## src/rtl/branch_resolve_queue.sv

```systemverilog
// In-order queue of in-flight branch predictions. Each entry waits for its
// real outcome. On resolution the queue flags a mispredict with the corrected
// PC, emits a predictor training update and keeps saturating hit/miss counts.
module branch_resolve_queue #(
   parameter int unsigned n     = 32,
   parameter int unsigned DEPTH = 8,
   parameter int unsigned PTR_W = 3
) (
   input  logic             clock,
   input  logic             reset,
   input  logic             push,
   input  logic [n-1:0]     push_PC,
   input  logic [n-1:0]     push_etiqueta,
   input  logic             push_prediction,
   input  logic [n-1:0]     push_nex_PC,
   input  logic             resolve,
   input  logic             fix_result,
   output logic             full,
   output logic             empty,
   output logic [PTR_W:0]   count,
   output logic             mispredict,
   output logic [n-1:0]     correct_PC,
   output logic             update_valid,
   output logic [n-1:0]     update_PC,
   output logic             update_taken,
   output logic             resolve_err,
   output logic [n-1:0]     hit,
   output logic [n-1:0]     miss
);

   localparam int unsigned CNT_W = PTR_W + 1;
   localparam logic [n-1:0]     FALL_THRU = n'(4);
   localparam logic [CNT_W-1:0] DEPTH_C   = CNT_W'(DEPTH);

   // Entry storage, deliberately not reset
   logic [n-1:0] pc_mem   [DEPTH];
   logic [n-1:0] et_mem   [DEPTH];
   logic         pred_mem [DEPTH];
   logic [n-1:0] npc_mem  [DEPTH];

   logic [PTR_W-1:0] head_q, head_d;
   logic [PTR_W-1:0] tail_q, tail_d;
   logic [CNT_W-1:0] count_q, count_d;
   logic             full_q, full_d;
   logic             empty_q, empty_d;
   logic             mispredict_q, mispredict_d;
   logic [n-1:0]     correct_pc_q, correct_pc_d;
   logic             update_valid_q, update_valid_d;
   logic [n-1:0]     update_pc_q, update_pc_d;
   logic             update_taken_q, update_taken_d;
   logic             resolve_err_q, resolve_err_d;
   logic [n-1:0]     hit_q, hit_d;
   logic [n-1:0]     miss_q, miss_d;

   logic             res_acc_c;
   logic             push_acc_c;
   logic             mis_c;
   logic [n-1:0]     head_pc_c;
   logic [n-1:0]     head_et_c;
   logic             head_pred_c;
   logic [n-1:0]     head_npc_c;
   logic [n-1:0]     act_tgt_c;

   // Resolve the head entry against the real outcome and decide acceptance
   always_comb begin
      head_pc_c   = pc_mem[head_q];
      head_et_c   = et_mem[head_q];
      head_pred_c = pred_mem[head_q];
      head_npc_c  = npc_mem[head_q];
      res_acc_c   = resolve & ~empty_q;
      act_tgt_c   = fix_result ? (head_pc_c + head_et_c) : (head_pc_c + FALL_THRU);
      mis_c       = res_acc_c & ((head_pred_c != fix_result) | (head_npc_c != act_tgt_c));
      // A flush drops any same-cycle push; a pop frees a slot even when full
      push_acc_c  = push & (~full_q | res_acc_c) & ~mis_c;
   end

   // Next-state for pointers, occupancy, result pulses and counters
   always_comb begin
      head_d         = head_q;
      tail_d         = tail_q;
      count_d        = count_q;
      correct_pc_d   = correct_pc_q;
      update_pc_d    = update_pc_q;
      update_taken_d = update_taken_q;
      hit_d          = hit_q;
      miss_d         = miss_q;
      mispredict_d   = mis_c;
      update_valid_d = res_acc_c;
      resolve_err_d  = resolve & empty_q;

      if (mis_c) begin
         // Discard every younger entry: queue becomes empty at the tail
         head_d  = tail_q;
         count_d = '0;
      end else begin
         head_d  = head_q + PTR_W'(res_acc_c);
         tail_d  = tail_q + PTR_W'(push_acc_c);
         count_d = count_q + CNT_W'(push_acc_c) - CNT_W'(res_acc_c);
      end

      if (res_acc_c) begin
         update_pc_d    = head_pc_c;
         update_taken_d = fix_result;
         if (mis_c) begin
            correct_pc_d = act_tgt_c;
            if (miss_q != '1) miss_d = miss_q + n'(1);
         end else begin
            if (hit_q != '1) hit_d = hit_q + n'(1);
         end
      end

      full_d  = (count_d == DEPTH_C);
      empty_d = (count_d == '0);
   end

   // State and registered outputs
   always_ff @(posedge clock or negedge reset) begin
      if (!reset) begin
         head_q         <= '0;
         tail_q         <= '0;
         count_q        <= '0;
         full_q         <= 1'b0;
         empty_q        <= 1'b1;
         mispredict_q   <= 1'b0;
         correct_pc_q   <= '0;
         update_valid_q <= 1'b0;
         update_pc_q    <= '0;
         update_taken_q <= 1'b0;
         resolve_err_q  <= 1'b0;
         hit_q          <= '0;
         miss_q         <= '0;
      end else begin
         head_q         <= head_d;
         tail_q         <= tail_d;
         count_q        <= count_d;
         full_q         <= full_d;
         empty_q        <= empty_d;
         mispredict_q   <= mispredict_d;
         correct_pc_q   <= correct_pc_d;
         update_valid_q <= update_valid_d;
         update_pc_q    <= update_pc_d;
         update_taken_q <= update_taken_d;
         resolve_err_q  <= resolve_err_d;
         hit_q          <= hit_d;
         miss_q         <= miss_d;
      end
   end

   // Entry write at the tail
   always_ff @(posedge clock) begin
      if (push_acc_c) begin
         pc_mem[tail_q]   <= push_PC;
         et_mem[tail_q]   <= push_etiqueta;
         pred_mem[tail_q] <= push_prediction;
         npc_mem[tail_q]  <= push_nex_PC;
      end
   end

   assign full         = full_q;
   assign empty        = empty_q;
   assign count        = count_q;
   assign mispredict   = mispredict_q;
   assign correct_PC   = correct_pc_q;
   assign update_valid = update_valid_q;
   assign update_PC    = update_pc_q;
   assign update_taken = update_taken_q;
   assign resolve_err  = resolve_err_q;
   assign hit          = hit_q;
   assign miss         = miss_q;

endmodule

```

## config.mk

```make
export PLATFORM = sky130hd
export DESIGN_NAME = branch_resolve_queue
export DESIGN_NICKNAME = d
export VERILOG_FILES = /design/src/rtl/branch_resolve_queue.sv
export SDC_FILE = /design/constraint.sdc
export NUM_CORES = 1
export LEC_CHECK = 0
export ABC_AREA = 1
export CAP_MARGIN = 20
export CELL_PAD_IN_SITES_DETAIL_PLACEMENT = 0
export CELL_PAD_IN_SITES_GLOBAL_PLACEMENT = 1
export CORE_ASPECT_RATIO = 0.6
export CORE_UTILIZATION = 47
export DETAILED_ROUTE_END_ITERATION = 6
export HOLD_SLACK_MARGIN = 0.03
export MAX_ROUTING_LAYER = met4
export PLACE_DENSITY = 0.78
export RECOVER_POWER = 25
export SYNTH_ARGS = -nofsm -noshare
export SYNTH_HDL_FRONTEND = slang
export SYNTH_SLANG_ARGS = --single-unit
export TNS_END_PERCENT = 50
```

## constraint.sdc

```tcl
create_clock -name clock -period 9.36 [get_ports clock]
set_input_delay 1.872 -clock clock [delete_from_list [all_inputs] [get_ports clock]]
set_output_delay 1.872 -clock clock [all_outputs]
set_load 0.02 [all_outputs]
```

======== After elaboration in Yosys (flattened, before gate mapping) ========
Memories as Yosys holds them, arrays and structs flattened.
Index checks and enable logic that the tools add are counted.
operators by class
  reduce and logical (&&, ||, !) cells .... 4
  eq/ne operators ......................... 5
  bitwise gates (word level) .............. 10
  $add $sub $neg .......................... 8
  muxes and demuxes ....................... 5
operators by type and width
  cell                     number
  $add A32 B1 Y32 const B  2
  $ne A32 B32 Y1 const B   2
  $add A32 B3 Y32 const B  1
  $add A32 B32 Y32         1
  $mux W32                 1
  $ne A32 B32 Y1           1
  $add A3 B1 Y3            2
  $reduce_and A3 Y1        2
  $and A1 B1 Y1            5
  $add A4 B1 Y4            1
  $eq A4 B4 Y1 const B     1
  $logic_not A4 Y1         1
  $mux W4                  1
  $sub A4 B1 Y4            1
  $mux W3                  1
  $not A1 Y1               3
  $mux W1                  2
  $or A1 B1 Y1             2
  $reduce_and A2 Y1        1
  $ne A1 B1 Y1             1
word-level totals
  bits in writable memories ............... 776
  memories ................................ 4
  register bits ........................... 144
  input bits .............................. 102
  output and inout port bits .............. 138
memory list
  memory    depth  bits a word  rd ports  clocked after Yosys merged registers in  wr ports  line  RTL
  et_mem    8      32           1         0                                        1         37    logic [n-1:0] et_mem [DEPTH];
  npc_mem   8      32           1         0                                        1         39    logic [n-1:0] npc_mem [DEPTH];
  pc_mem    8      32           1         0                                        1         36    logic [n-1:0] pc_mem [DEPTH];
  pred_mem  8      1            1         0                                        1         38    logic pred_mem [DEPTH];

======== Logic depth before layout (Yosys ltp) ========
An unclocked memory read counts as a cell.
  word-level depth ........................ 12
  depth in mapped cells ................... 44
  mapped depth without buffers ............ 38

======== Worst setup path after synthesis ========
No wires, ideal clock.
  kind .................................... register to register
  from .................................... reg head_q[0]
  to ...................................... mem et_mem[4][0], enable pin
  setup slack ............................. 1.396 ns
  cell stages (with the launch flop) ...... 33
  library setup time ...................... 0.476 ns
  arrival time ............................ 7.488 ns
  cells stage by stage .................... dfrtp_1 > inv_2 > buf_2 > buf_2 > buf_2 > buf_2 > buf_2 > clkbuf_1 > clkbuf_1 > nor2_1 > o22ai_1 > nor2_1 > a31oi_1 > ha_1 > inv_1 > fa_1 > o21ai_0 > a21o_1 > nand2_1 > nand2_1 > nor2_1 > o21ai_0 > nand3_1 > nand2_1 > nand3_1 > nor2_1 > nand2_1 > nor2_1 > nand3_2 > nand2_4 > buf_6 > nand3_4 > nor2_2
between the ends
  longest elaborated chain between the ends .. 10
RTL lines
  what                                                 line  RTL
  start, declared                                      41    logic [PTR_W-1:0] head_q, head_d;
  start signal, assigned                               119   head_q <= '0;
  start signal, assigned                               133   head_q <= head_d;
  $mem_v2 Z8 W32 (on tied branches)                    --
  $add A32 B3 Y32 or $add A32 B32 Y32 (tied branches)  71    act_tgt_c = fix_result ? (head_pc_c + head_et_c) : (head_pc_c + FALL_THRU);
  $mux W32                                             71
  $ne A32 B32 Y1                                       72    mis_c = res_acc_c & ((head_pred_c != fix_result) | (head_npc_c != act_tgt_c));
  $or A1 B1 Y1 (*)                                     72
  $and A1 B1 Y1 (*)                                    72
  $not A1 Y1 (no line) (*)                             --
  $and A1 B1 Y1 (*)                                    74    push_acc_c = push & (~full_q | res_acc_c) & ~mis_c;
  $mux W1 (*)                                          151   if (push_acc_c) begin
  $mux W1 (not written as such) (*)                    153   et_mem[tail_q] <= push_etiqueta;
  end, declared                                        37
Mark *: on every way between the ends. The rest lies on a longest branch, timed or not.

======== Final worst setup path ========
  from .................................... reg head_q[0]
  to ...................................... reg empty_q, in the netlist empty
between the ends
  longest elaborated chain between the ends .. 12
RTL lines
  what                                                 line  RTL
  $mem_v2 Z8 W32 (*)                                   --
  named net head_pc_c[0]                               58    logic [n-1:0] head_pc_c;
  $add A32 B3 Y32 or $add A32 B32 Y32 (tied branches)  71
  $mux W32 (*)                                         71
  $ne A32 B32 Y1 (*)                                   72
  $or A1 B1 Y1 (*)                                     72
  $and A1 B1 Y1 (*)                                    72
  $not A1 Y1 (no line)                                 --
  $and A1 B1 Y1                                        74
  $add A4 B1 Y4                                        98    count_d = count_q + CNT_W'(push_acc_c) - CNT_W'(res_acc_c);
  $sub A4 B1 Y4                                        98
  $mux W4 (*)                                          91    if (mis_c) begin
  $logic_not A4 Y1 (*)                                 113   empty_d = (count_d == '0);
  named net empty_d                                    45    logic empty_q, empty_d;
  end signal, assigned                                 137   empty_q <= empty_d;
  end, declared                                        45
The timed path passes the listed nets; every way through them passes the cells marked *.
A chain may end at the register's enable or synchronous reset.

==> run summary <==
Status - complete, but fails checks
Failing checks - max-capacitance violations, max-slew violations
Post-Synth XOR/XNOR Area - 1.433%
GRT Total Usage - 28.29%
Syn avg cell area - 9.882 sq um
Largest net degree at the start of global routing - 158
Routed length per placed instance - 21.91 um
Via count - 30800
Mapped Area - 42170 sq um
Async SR Flop Fraction - 15.65%
Worst IR drop on VDD - 0.3167 mV
Setup Crit Path Kind - reg -> reg
Max cap viols - 1
Core area - 88180 sq um
Fin Setup TNS - 0 ps
Worst slew pin tran - 2611 ps
Critical path arrival - 8430 ps
Largest family of logic cells by synthesized area - simple AND/OR/NAND/NOR gates
Sequential-to-total area share from yosys stat - 63.81%
Drt initial violations - 3069
Count of final setup violators - 0
Share of layout cells above drive strength 1 - 4.404%
Initial antenna violation count - 10
First-pass GRT wire length - 185300 um
Leak Pwr - 19.20 nW
Delay-heaviest family, CP - simple AND/OR/NAND/NOR gates
Design Power - 0.01686 W
Area delta synth->final - 14.75%
Synth Area in Compound Gates - 6.567%
Min setup slack post-route - 1475 ps
Clk_skew - 22.62 ps
Avg Vias per Cell - 5.416
Critical-path top delay cell - buf_4
Syn Nets - 4413
DR pass1 iterations - 6
R2r setup slk - 1470 ps
Final ANT Viol Nets - 0
Tmin final - 7885 ps
Post-synth top area share - 55.26%
Clock root buffer - clkbuf_16
Reg2Reg Depth - 34
Final hold slack - 482.6 ps
Die area - 90960 sq um
Port Buffers - 239
CP Capture Type - flip-flop
Die Wd - 388.7 um
Synth warn - 0
Gpl congestion - 0.9835
Multiplexer share of the synthesized area - 0.04748%
Max-slew violations - 33
Area share of and/or/nand/nor cells after synthesis - 21.30%
Startpoint Class - flip-flop
Commonest register cell after synthesis - edfxtp_1
CP peak stage delay - 760 ps
CTS tree - yes
Die Y - 234.0 um
Quantity of gates resized following cts - 0
Hold path depth - 2
Final hold vios - 0
EDFF count, synth - 776
Critical path fanouts, max - 120
Dominant cell type by area after synthesis - edfxtp_1
Hold path start - update_PC[13]
Hold-fix buffers, CTS - 0
Relative slew slack - -74.07%
RSZ-0062 raised after global routing - no
FMAX - 126.8 MHz
H-tree depth - 3
Total CTS buffers - 84
Yosys cell types - 52
GR Overflow Total - 0
Hold endpoint - update_PC[13]
Post-CTS Repair Setup Buffers - 0
Most frequent cells in the layout - nand2_1 (1322), edfxtp_1 (776), nor2_1 (405)
Sink Count - 920
Dpl hpwl - 79850 um
Number of synthesized register bits - 920
Final WL - 124600 um
Io pins - 240
RR Endpoint - empty
R2r startpoint - head_q[0]
CP required - 9910 ps
Final #Nets - 4595
Worst Hold Class - reg -> reg
Pwr/cell area - 348.4 nW/um^2
Place WS - 1683 ps
Mapped Cells - 4267
Drt drc - 0
Starting Density - 47.82%
Clock Pin Slew Worst Setup and Hold Paths - 70 ps
Clock Tree Buf Depth - 3
Leading cell type in the layout, fill and taps excluded - nand2_1
Row Count - 84
CP most frequent cell - nand2_1
Worst-Skew Late Latency - 690 ps
Vias in the first global route - 28330
Synth area leaders - edfxtp_1 (55%), nand2_1 (12%), dfrtp_1 (8.5%)
Worst Path Buf+Inv - 5
Final Cycle Share - 84.24%
Post-Synth Adder-Cell Area - 1.341%
## cell families (layout without fill, tap and decap cells)
kind of cell	count (synthesis)	count (layout)
buf+inv	554	806
xor+xnor	69	69
other cells	0	7
fa+ha+maj	44	44
flops	920	920
mux	2	2
compound gates	484	484
simple gates	2194	2194
## per-layer routing
metal	part of all wire [%]	track usage [%]
met5	0	-
met4	1.9	6.534
met3	8.4	6.149
met2	42	38.76
met1	48	42.57
## cell usage after synthesis, types with 5 or more instances
library cell and n:
o21ai_1 10, nor2_1 405, nor4_1 19, or2_2 5, buf_2 79, a31oi_1 33
inv_2 8, a32o_1 37, nor2_2 15, nand3b_1 16, buf_6 10, a21o_1 6
clkbuf_1 64, a22oi_1 8, edfxtp_1 776, ha_1 42, inv_1 357, and2_1 6
nand2_1 1322, buf_4 17, xor2_1 54, nor3_1 39, nand3_1 337, nand4_1 21
xnor2_1 15, o21ai_0 226, o22ai_1 35, a21oi_1 117, dfrtp_1 143, buf_1 17
## worst reg2reg max path, delay by kind of cell (launching register included)
| kind | cells | cell delay, ps |
|---|---|---|
| AO/OA/AOI/OAI | 3 | 1110 |
| XOR/XNOR | 1 | 190 |
| adder cells (fa/ha/maj) | 5 | 1560 |
| buffers and inverters | 5 | 1490 |
| flip-flops | 1 | 510 |
| AND/OR/NAND/NOR | 20 | 2900 |
## worst max-delay path by stage
stage / slack, ps / depth (start not counted) / end / start
finish: 1470 / 34 / empty / head_q[0]
detailed placement: 1680 / 34 / empty / head_q[0]
CTS: 1650 / 34 / empty / head_q[0]
floorplan: 1400 / 32 / et_mem[4][0] / head_q[0]
global placement: 1850 / 32 / empty / head_q[0]
global route: 960 / 34 / empty / head_q[0]
## flip-flops by register name, indices dropped and copies added (netlist names), 3 cells and up
name and cells:
et_mem 256, count 4, npc_mem 256, pred_mem 8
tail_q 3, hit 32, pc_mem 256, update_PC 32
correct_PC 32, head_q 3, miss 32
## cell type report
cell class              count  area, sq um
inverters                 366         1391
flip-flops and latches    920        26920
diodes                      7        17.52
fillers                  7754        39790
clock inverters            36        375.4
repair buffers            284         2949
clock buffers             120         2297
well taps                1161         1453
multi-input cells        2793        12980
## metrics by stage
step | instance area [sq um] | util [%] | instances
2_1_floorplan | 42170 | - | 4267
3_3_place_gp | 45700 | 51.83 | 5524
3_5_place_dp | 45700 | 51.83 | 5524
4_1_cts | 48380 | 54.86 | 5680
5_1_grt | 48380 | 54.87 | 5685
6_report | 48390 | 54.87 | 5687
## where the power goes
part | switching (W) | internal (W)
Clock | 0.00153 | 0.00187
Sequential | 0.000291 | 0.00500
Combinational | 0.00578 | 0.00238
Total | 0.00760 | 0.00925
No activity file was read; power rests on OpenSTA's default activity.
